[src/rtl/operand_fifo_if.sv]
// Handshake bundle between the accumulator (push side), operand_fifo and the
// execute stage (out side).
interface operand_fifo_if #(
  parameter int DEPTH = 4
);
  localparam int LW = $clog2(DEPTH) + 1;

  logic          push;
  logic [1:0]    push_cnt;
  logic [7:0]    push_b0;
  logic [7:0]    push_b1;
  logic [7:0]    push_b2;
  logic          full;
  logic          out_valid;
  logic          out_ready;
  logic [1:0]    out_cnt;
  logic [7:0]    out_b0;
  logic [7:0]    out_b1;
  logic [7:0]    out_b2;
  logic [LW-1:0] level;
  logic          overflow;
  logic          ovf_clr;

  modport master (
    output push, push_cnt, push_b0, push_b1, push_b2, out_ready, ovf_clr,
    input  full, out_valid, out_cnt, out_b0, out_b1, out_b2, level, overflow
  );

  modport slave (
    input  push, push_cnt, push_b0, push_b1, push_b2, out_ready, ovf_clr,
    output full, out_valid, out_cnt, out_b0, out_b1, out_b2, level, overflow
  );
endinterface

[src/rtl/operand_fifo.sv]
// Group FIFO between accumulator and execute stage; keeps byte count plus up to
// three bytes per entry. Define OPFIFO_BYPASS_EN for same-cycle pass-through when empty.
module operand_fifo #(
  parameter int DEPTH = 4
) (
  input  logic          clk,
  input  logic          rst_n,
  operand_fifo_if.slave bus
);
  localparam int AW = $clog2(DEPTH);
  localparam int PW = AW + 1;

  typedef struct packed {
    logic [1:0] cnt;
    logic [7:0] b0;
    logic [7:0] b1;
    logic [7:0] b2;
  } entry_t;

  entry_t        mem [DEPTH];
  logic [PW-1:0] wr_ptr;
  logic [PW-1:0] rd_ptr;
  logic [PW-1:0] lvl;
  logic [AW-1:0] wr_idx;
  logic [AW-1:0] rd_idx;
  logic          empty;
  logic          full_w;
  logic          push_vld;
  logic          bypass;
  logic          out_valid_w;
  logic          pop;
  logic          accept;
  logic          wr_en;
  logic          rd_en;
  logic          lost;
  logic          overflow_q;
  entry_t        push_e;
  entry_t        head_e;
  entry_t        out_e;

  // Bytes beyond the group's count are stored as zero, never copied from the inputs.
  function automatic entry_t mask_group(input logic [1:0] cnt, input logic [7:0] b0,
                                        input logic [7:0] b1, input logic [7:0] b2);
    entry_t e;
    e.cnt = cnt;
    e.b0  = (cnt >= 2'd1) ? b0 : 8'h00;
    e.b1  = (cnt >= 2'd2) ? b1 : 8'h00;
    e.b2  = (cnt == 2'd3) ? b2 : 8'h00;
    return e;
  endfunction

  assign wr_idx   = wr_ptr[AW-1:0];
  assign rd_idx   = rd_ptr[AW-1:0];
  assign empty    = (wr_ptr == rd_ptr);
  assign full_w   = (wr_idx == rd_idx) && (wr_ptr[AW] != rd_ptr[AW]);
  assign lvl      = wr_ptr - rd_ptr;
  assign push_vld = bus.push && (bus.push_cnt != 2'd0);
  assign push_e   = mask_group(bus.push_cnt, bus.push_b0, bus.push_b1, bus.push_b2);
  assign head_e   = mem[rd_idx];

`ifdef OPFIFO_BYPASS_EN
  assign bypass = empty && push_vld;
`else
  assign bypass = 1'b0;
`endif

  always_comb begin
    out_valid_w = 1'b0;
    out_e       = '0;
    if (bypass) begin
      out_valid_w = 1'b1;
      out_e       = push_e;
    end else if (!empty) begin
      out_valid_w = 1'b1;
      out_e       = head_e;
    end
  end

  // A pop on a full FIFO frees the slot the same-cycle push lands in.
  assign pop    = out_valid_w && bus.out_ready;
  assign accept = push_vld && (!full_w || pop);
  assign wr_en  = accept && !(bypass && bus.out_ready);
  assign rd_en  = pop && !empty;
  assign lost   = push_vld && full_w && !pop;

  always_ff @(posedge clk or negedge rst_n) begin
    if (!rst_n) begin
      wr_ptr     <= '0;
      rd_ptr     <= '0;
      overflow_q <= 1'b0;
    end else begin
      if (wr_en) wr_ptr <= wr_ptr + PW'(1);
      if (rd_en) rd_ptr <= rd_ptr + PW'(1);
      if (lost)             overflow_q <= 1'b1;
      else if (bus.ovf_clr) overflow_q <= 1'b0;
    end
  end

  always_ff @(posedge clk) begin
    if (wr_en) mem[wr_idx] <= push_e;
  end

  assign bus.full      = full_w;
  assign bus.level     = lvl;
  assign bus.overflow  = overflow_q;
  assign bus.out_valid = out_valid_w;
  assign bus.out_cnt   = out_e.cnt;
  assign bus.out_b0    = out_e.b0;
  assign bus.out_b1    = out_e.b1;
  assign bus.out_b2    = out_e.b2;
endmodule

[src/flat_wrapper.sv]
// flat-port wrapper written by rule: the top's interface ports become plain ports
module operand_fifo_flat 
#(
  parameter int DEPTH = 4
)
  (clk, rst_n, bus_push, bus_push_cnt, bus_push_b0, bus_push_b1, bus_push_b2, bus_out_ready, bus_ovf_clr, bus_full, bus_out_valid, bus_out_cnt, bus_out_b0, bus_out_b1, bus_out_b2, bus_level, bus_overflow);
  operand_fifo_if #(.DEPTH(DEPTH)) bus_i ();
  input  logic clk;
  input  logic rst_n;
  input wire logic [$bits(bus_i.push)-1:0] bus_push;
  input wire logic [$bits(bus_i.push_cnt)-1:0] bus_push_cnt;
  input wire logic [$bits(bus_i.push_b0)-1:0] bus_push_b0;
  input wire logic [$bits(bus_i.push_b1)-1:0] bus_push_b1;
  input wire logic [$bits(bus_i.push_b2)-1:0] bus_push_b2;
  input wire logic [$bits(bus_i.out_ready)-1:0] bus_out_ready;
  input wire logic [$bits(bus_i.ovf_clr)-1:0] bus_ovf_clr;
  output wire logic [$bits(bus_i.full)-1:0] bus_full;
  output wire logic [$bits(bus_i.out_valid)-1:0] bus_out_valid;
  output wire logic [$bits(bus_i.out_cnt)-1:0] bus_out_cnt;
  output wire logic [$bits(bus_i.out_b0)-1:0] bus_out_b0;
  output wire logic [$bits(bus_i.out_b1)-1:0] bus_out_b1;
  output wire logic [$bits(bus_i.out_b2)-1:0] bus_out_b2;
  output wire logic [$bits(bus_i.level)-1:0] bus_level;
  output wire logic [$bits(bus_i.overflow)-1:0] bus_overflow;
  assign bus_i.push = bus_push;
  assign bus_i.push_cnt = bus_push_cnt;
  assign bus_i.push_b0 = bus_push_b0;
  assign bus_i.push_b1 = bus_push_b1;
  assign bus_i.push_b2 = bus_push_b2;
  assign bus_i.out_ready = bus_out_ready;
  assign bus_i.ovf_clr = bus_ovf_clr;
  assign bus_full = bus_i.full;
  assign bus_out_valid = bus_i.out_valid;
  assign bus_out_cnt = bus_i.out_cnt;
  assign bus_out_b0 = bus_i.out_b0;
  assign bus_out_b1 = bus_i.out_b1;
  assign bus_out_b2 = bus_i.out_b2;
  assign bus_level = bus_i.level;
  assign bus_overflow = bus_i.overflow;
  operand_fifo #(.DEPTH(DEPTH)) u_core (.clk(clk), .rst_n(rst_n), .bus(bus_i));
endmodule
[config.mk]
export PLATFORM = sky130hd
export DESIGN_NAME = operand_fifo_flat
export DESIGN_NICKNAME = d
export VERILOG_FILES = /design/src/rtl/operand_fifo_if.sv /design/src/rtl/operand_fifo.sv /design/src/flat_wrapper.sv
export SDC_FILE = /design/constraint.sdc
export NUM_CORES = 1
export LEC_CHECK = 0
export ABC_CLOCK_PERIOD_IN_PS = 5200
export CAP_MARGIN = 20
export CORE_MARGIN = 4
export CORE_UTILIZATION = 40
export CTS_BUF_LIST = sky130_fd_sc_hd__clkbuf_8 sky130_fd_sc_hd__clkbuf_16
export CTS_CLUSTER_DIAMETER = 30
export DETAILED_ROUTE_END_ITERATION = 8
export GPL_TIMING_DRIVEN = 0
export PLACE_DENSITY = 0.69
export SLEW_MARGIN = 0
export SYNTH_ARGS = -nofsm -noshare
export SYNTH_HDL_FRONTEND = slang
export SYNTH_SLANG_ARGS = --single-unit
[constraint.sdc]
create_clock -name clk -period 5.2 [get_ports clk]
set_clock_uncertainty 0.15 [all_clocks]
set_input_delay 1.04 -clock clk [delete_from_list [all_inputs] [get_ports clk]]
set_output_delay 1.04 -clock clk [all_outputs]
set_load 0.01 [all_outputs]
After elaboration in Yosys (flattened, before gate mapping)
Memories as Yosys holds them, arrays and structs flattened.
Cells that the tools add are included.
{"block": "totals", "register_bits": 7, "latchBits": 0, "ramBits": 104, "mem_bits_ro": 0, "in_bits": 31, "output_inout_bits": 32, "memories": 1}
{"block": "classes", "n_addsub": 3, "mul": 0, "div_mod_pow": 0, "n_lt_le_gt_ge": 2, "n_eq_ne": 4, "n_shift": 0, "muxes": 9, "bitwise_logic": 0, "reduce_logical": 13}
{"name": "u_core.mem", "words": 4, "word_bits": 26, "rd": 1, "rd_ports_with_merged_regs": 0, "wr": 1, "line_no": "operand_fifo.sv:20", "text": "entry_t mem [DEPTH];"}
{"operator": "2-to-1 mux 26 bit", "n": 1}
{"operator": "2-to-1 mux 8 bit", "n": 3}
{"operator": "logical AND 1 bit", "n": 7}
{"operator": "adder 3 x 1 -> 3 bit (second input constant)", "n": 2}
{"operator": "2-to-1 mux 1 bit", "n": 5}
{"operator": "nonzero test 2 bit", "n": 2}
{"operator": "equality test 3 bit", "n": 1}
{"operator": "zero test 1 bit", "n": 3}
{"operator": "subtractor 3 bit", "n": 1}
{"operator": "equality test 2 bit", "n": 1}
{"operator": "equality test 2 bit (second input constant)", "n": 1}
{"operator": ">= comparator 2 x 1 -> 1 bit (second input constant)", "n": 1}
{"operator": ">= comparator 2 bit (second input constant)", "n": 1}
{"operator": "logical OR 1 bit", "n": 1}
{"operator": "!= test 1 bit", "n": 1}

Logic depth before layout (Yosys ltp)
{"block": "depth", "depth_word": 7, "mapped_depth": 8}

Worst setup path after synthesis
No wires, ideal clock.
{"block": "synth_path", "path_kind": "flip-flop to flip-flop", "startpoint": "register u_core.rd_ptr[1]", "endpoint": "memory u_core.mem[3][0] (netlist bit) (enable)", "setup_ps": 454, "arrival_ps": 3493, "required_ps": 4596, "slack_ps": 1103, "path_stages_with_launch": 7, "path_buffers": 2, "synth_period_minus_slack_ps": 4097, "cell_sequence": "dfrtp_1 > buf_2 > buf_2 > inv_1 > ha_1 > and3b_1 > a211oi_1"}
{"block": "synth_between", "elab_chain_cells": 7}
{"element": "start: declaration", "line_no": "operand_fifo.sv:22", "text": "logic [PW-1:0] rd_ptr;"}
{"element": "start signal: assignment", "line_no": "operand_fifo.sv:93", "text": "if (rd_en) rd_ptr <= rd_ptr + PW'(1);"}
{"element": "equality test 3 bit or equality test 2 bit (tied branches)", "line_no": "operand_fifo.sv:54, operand_fifo.sv:55"}
{"element": "2-to-1 mux 1 bit or logical AND 1 bit (tied branches)", "line_no": "operand_fifo.sv:73, operand_fifo.sv:55"}
{"element": "logical AND 1 bit or zero test 1 bit (tied branches)", "line_no": "operand_fifo.sv:80, operand_fifo.sv:81"}
{"element": "logical OR 1 bit (*)", "line_no": "operand_fifo.sv:81", "text": "assign accept = push_vld && (!full_w || pop);"}
{"element": "logical AND 1 bit (*)", "line_no": "operand_fifo.sv:81"}
{"element": "2-to-1 mux 1 bit (*)", "line_no": "operand_fifo.sv:100", "text": "if (wr_en) mem[wr_idx] <= push_e;"}
{"element": "2-to-1 mux 1 bit (not written as such) (*)", "line_no": "operand_fifo.sv:100"}
{"element": "end: declaration", "line_no": "operand_fifo.sv:20"}
Every way passes the cells marked *; elsewhere a longest branch is shown, timed or not.

Worst setup path in the final report
{"block": "layout_path", "startpoint": "register u_core.rd_ptr[1]", "endpoint": "output port bus_out_b0[6]"}
{"block": "layout_between", "elab_chain_cells": 2}
{"element": "memory read (4 x 26 bit) or equality test 3 bit (tied branches)"}
{"element": "2-to-1 mux 26 bit (*)", "line_no": "operand_fifo.sv:73", "text": "end else if (!empty) begin"}
{"element": "end: declaration", "line_no": "flat_wrapper.sv:20", "text": "output wire logic [$bits(bus_i.out_b0)-1:0] bus_out_b0;"}
Marked as above.

==> summary.txt <==
Outcome
  • Status: finished clean

Global route
  • Met2 usage in global routing: a little under a quarter
  • Initial antenna violation count: 0
  • Largest net degree at the start of global routing: 19
  • Grt ovf: 0
  • GRT Total Usage: 13.48%
  • Met3 usage: 3.684%
  • Most Crowded Layer GR: met2
  • First-pass GRT wire length: 13,150 µm
  • Grt met1 use: between 10% and 20%
  • Number of global-route vias before repair: 2,493

Power and ir drop
  • Int Pwr: about 2500 µW
  • Static Leak: between 0.002 and 0.0025 µW
  • Power per standard cell area: 603.9 mW/mm²
  • Clock Power Share: between 20% and 30%
  • Psw: 1054 µW
  • Sequential power share: 34.1%
  • Power share of the combinational group: 43.9%
  • Switching share of power: 29.88%
  • VDD IR max: 0.2586 mV

Synth
  • Syn nets: 274
  • Post-synth EDFFs: 104
  • Distinct cells, synth: 28
  • Synthesis-stage register bit count: 111
  • Register area share after synthesis: 71.86%
  • Mapped Avg Cell Area: 19.53 µm²
  • Ys async rst share: 6.306%
  • Mapped cell area: about 0.0046 mm²
  • Top FF cell, synth: edfxtp_1
  • Cells after synthesis: roughly 240
  • Synthesis Warnings: 0

Placed design
  • Routability Congestion: 0.6816
  • Number of I/O port buffers: 62
  • Inst Count DP: 441
  • Dpl hpwl: 5579 µm
  • Setup WS pre-CTS: ~1.1 ns

Die
  • Die Area: ~0.013 mm²
  • Die Wd: 115.1 µm
  • Ports: 63
  • Initial Utilization: 41.61%
  • Die Height: 115.1 µm
  • Rows: 38
  • Core area: 0.01103 mm²

Worst setup path
  • CP required: 4.01 ns
  • Slowest-stage cell, CP: clkdlybuf4s50_1
  • Critical path capture point type: primary output
  • CP most frequent cell: buf_2
  • CP Launch Type: flop
  • WS Path Type: flop to primary output
  • Sequence of cells on the critical path: buf_2, buf_2, inv_1, ha_1, nand2_1, nor2_2, buf_2, nor2b_1, clkdlybuf4s50_1
  • Worst reg2reg setup slack: 1.95 ns
  • WP data arrival: around 3.2 ns
  • CP max FO: 10
  • Slowest stage delay, CP: 0.49 ns

Drt
  • DR iter-0 viols: 135
  • Final Routed Wirelength: about 8300 µm
  • Vias: 2,276
  • Post-route ant nets: 0
  • Drt wl/cell: 18.21 µm
  • Vias per inst: 4.980
  • Number of remaining DRC errors: 0
  • DRT Pass-1 Iters: 4

Final layout
  • Syn-to-layout area delta: 27.29%
  • Most frequent cells in the layout: 104 x edfxtp_1, 62 x clkdlybuf4s50_1, 34 x nor2b_1
  • Most common cell after layout, fill and taps aside: edfxtp_1
  • Fill count: 922
  • # diodes: 0
  • Layout cells sized above 1: 21.45%
  • Final cell count without fillers: about 460
  • Final nets: 351

Clock tree
  • Setup bufs post-CTS: 0
  • H-tree levels: 3
  • CTS buffer count: 9
  • Clk root buf: clkbuf_16
  • CTS tree: yes
  • Cts hold-fix bufs: 0
  • Resize count post-CTS: 0
  • Worst-skew pair later-pin latency: 0.34 ns
  • CTS Buffer Depth: 2
  • Clock slew seen by the registers of the worst setup and hold paths: about 0.07 ns
  • Clk sink count: 111

Flow run
  • Max_cap viols: 0

Timing
  • Final worst-path cycle share: between 80 and 90%
  • Hold_ws: 0.3664 ns
  • Setup violations, final: 0
  • Max-Slew Margin vs Limit: 44.18%
  • Setup TNS: 0 ns
  • Final hold violation count: 0
  • Worst Max-Slew Pin Slew: between 0.8 and 0.9 ns
  • PnR worst setup slack: 0.8226 ns
  • Peak Freq: 228.4 MHz
  • Slew Viols, Final: 0
  • RSZ-0062 raised after global routing: no
  • Crit path time final: about 4.4 ns

Worst hold path
  • Worst hold path class: flop to flop
final timing paths:
kind	start	end	cells after the start
setup / recovery	u_core.rd_ptr[1]$_DFFE_PN0P_	bus_out_b0[6]	9
hold / removal	u_core.wr_ptr[2]$_DFFE_PN0P_	u_core.wr_ptr[2]$_DFFE_PN0P_	1
setup reg to reg	u_core.rd_ptr[1]$_DFFE_PN0P_	u_core.mem[0][13]$_DFFE_PP_	8
hold reg to reg	u_core.wr_ptr[2]$_DFFE_PN0P_	u_core.wr_ptr[2]$_DFFE_PN0P_	1
max in group asynchronous	rst_n	u_core.wr_ptr[1]$_DFFE_PN0P_	1
min in group asynchronous	rst_n	u_core.rd_ptr[0]$_DFFE_PN0P_	1
logic make-up after synthesis:
logic type,count (synthesis),synth area share [%]
flops,111,71.86
simple gates,59,8.179
mux,28,13.33
buf+inv,17,2.017
fa+ha+maj,8,2.345
compound gates,6,0.9544
xor+xnor,6,1.309
critical path, delay by kind of cell (launching register included):
kind / cells / cell delay, ns
fa+ha+maj: 1 / 0.30
buf+inv: 5 / 1.49
flops: 1 / 0.40
simple gates: 3 / 0.65
through the flow:
stage               cell area (µm²)  total power [µW]  util (%)
floorplan                      4589              2058         -
global placement               5385              2740     48.82
detailed placement             5495              2800     49.82
CTS                            5842              3583     52.96
global route                   5842              3730     52.96
finish                         5842              3528     52.96
state kept, by name, indices dropped and copies added, names as in the netlist:
signal	count
u_core.bus.overflow	1
u_core.mem	104
u_core.rd_ptr	3
u_core.wr_ptr	3
cell usage after synthesis (all sizes together), types with 2 or more instances:
master | instances | area share (%)
o21ai | 2 | 0.30
ha | 7 | 1.9
and2 | 11 | 1.5
inv | 8 | 0.65
and3 | 8 | 1.3
edfxtp | 104 | 68
dfrtp | 7 | 3.8
nor2 | 2 | 0.22
mux2 | 2 | 0.57
xor2 | 3 | 0.74
nor2b | 34 | 4.6
nand2 | 2 | 0.16
xnor2 | 3 | 0.57
buf | 8 | 1.3
mux4 | 26 | 13
routing by layer:
layer / share of wire [%] / vias up
met1: 42 / 1151
met3: 5.0 / 7
met5: 0 / -
met2: 52 / 49
met4: 0.84 / 0
li1: - / 1069
cell type report:
cell class | instances | area [µm²] | share of cell area, %
multi-input combinational | 107 | 1211 | 20.73
sequential | 111 | 3298 | 56.46
clock inverter | 7 | 121.4 | 2.078
timing repair buffer | 66 | 718.2 | 12.29
buffer | 9 | 62.56 | 1.071
inverter | 8 | 30.03 | 0.5140
tap | 140 | 175.2 | 2.999
clock buffer | 9 | 225.2 | 3.855
power groups by stage:
stage	sequential, µW	clock [µW]	combinational [µW]
floorplan	1220	0	843
global placement	1220	0	1520
detailed placement	1230	0	1580
CTS	1210	790	1590
global route	1220	828	1680
finish	1200	777	1550
(Power assumes the default switching activity.)
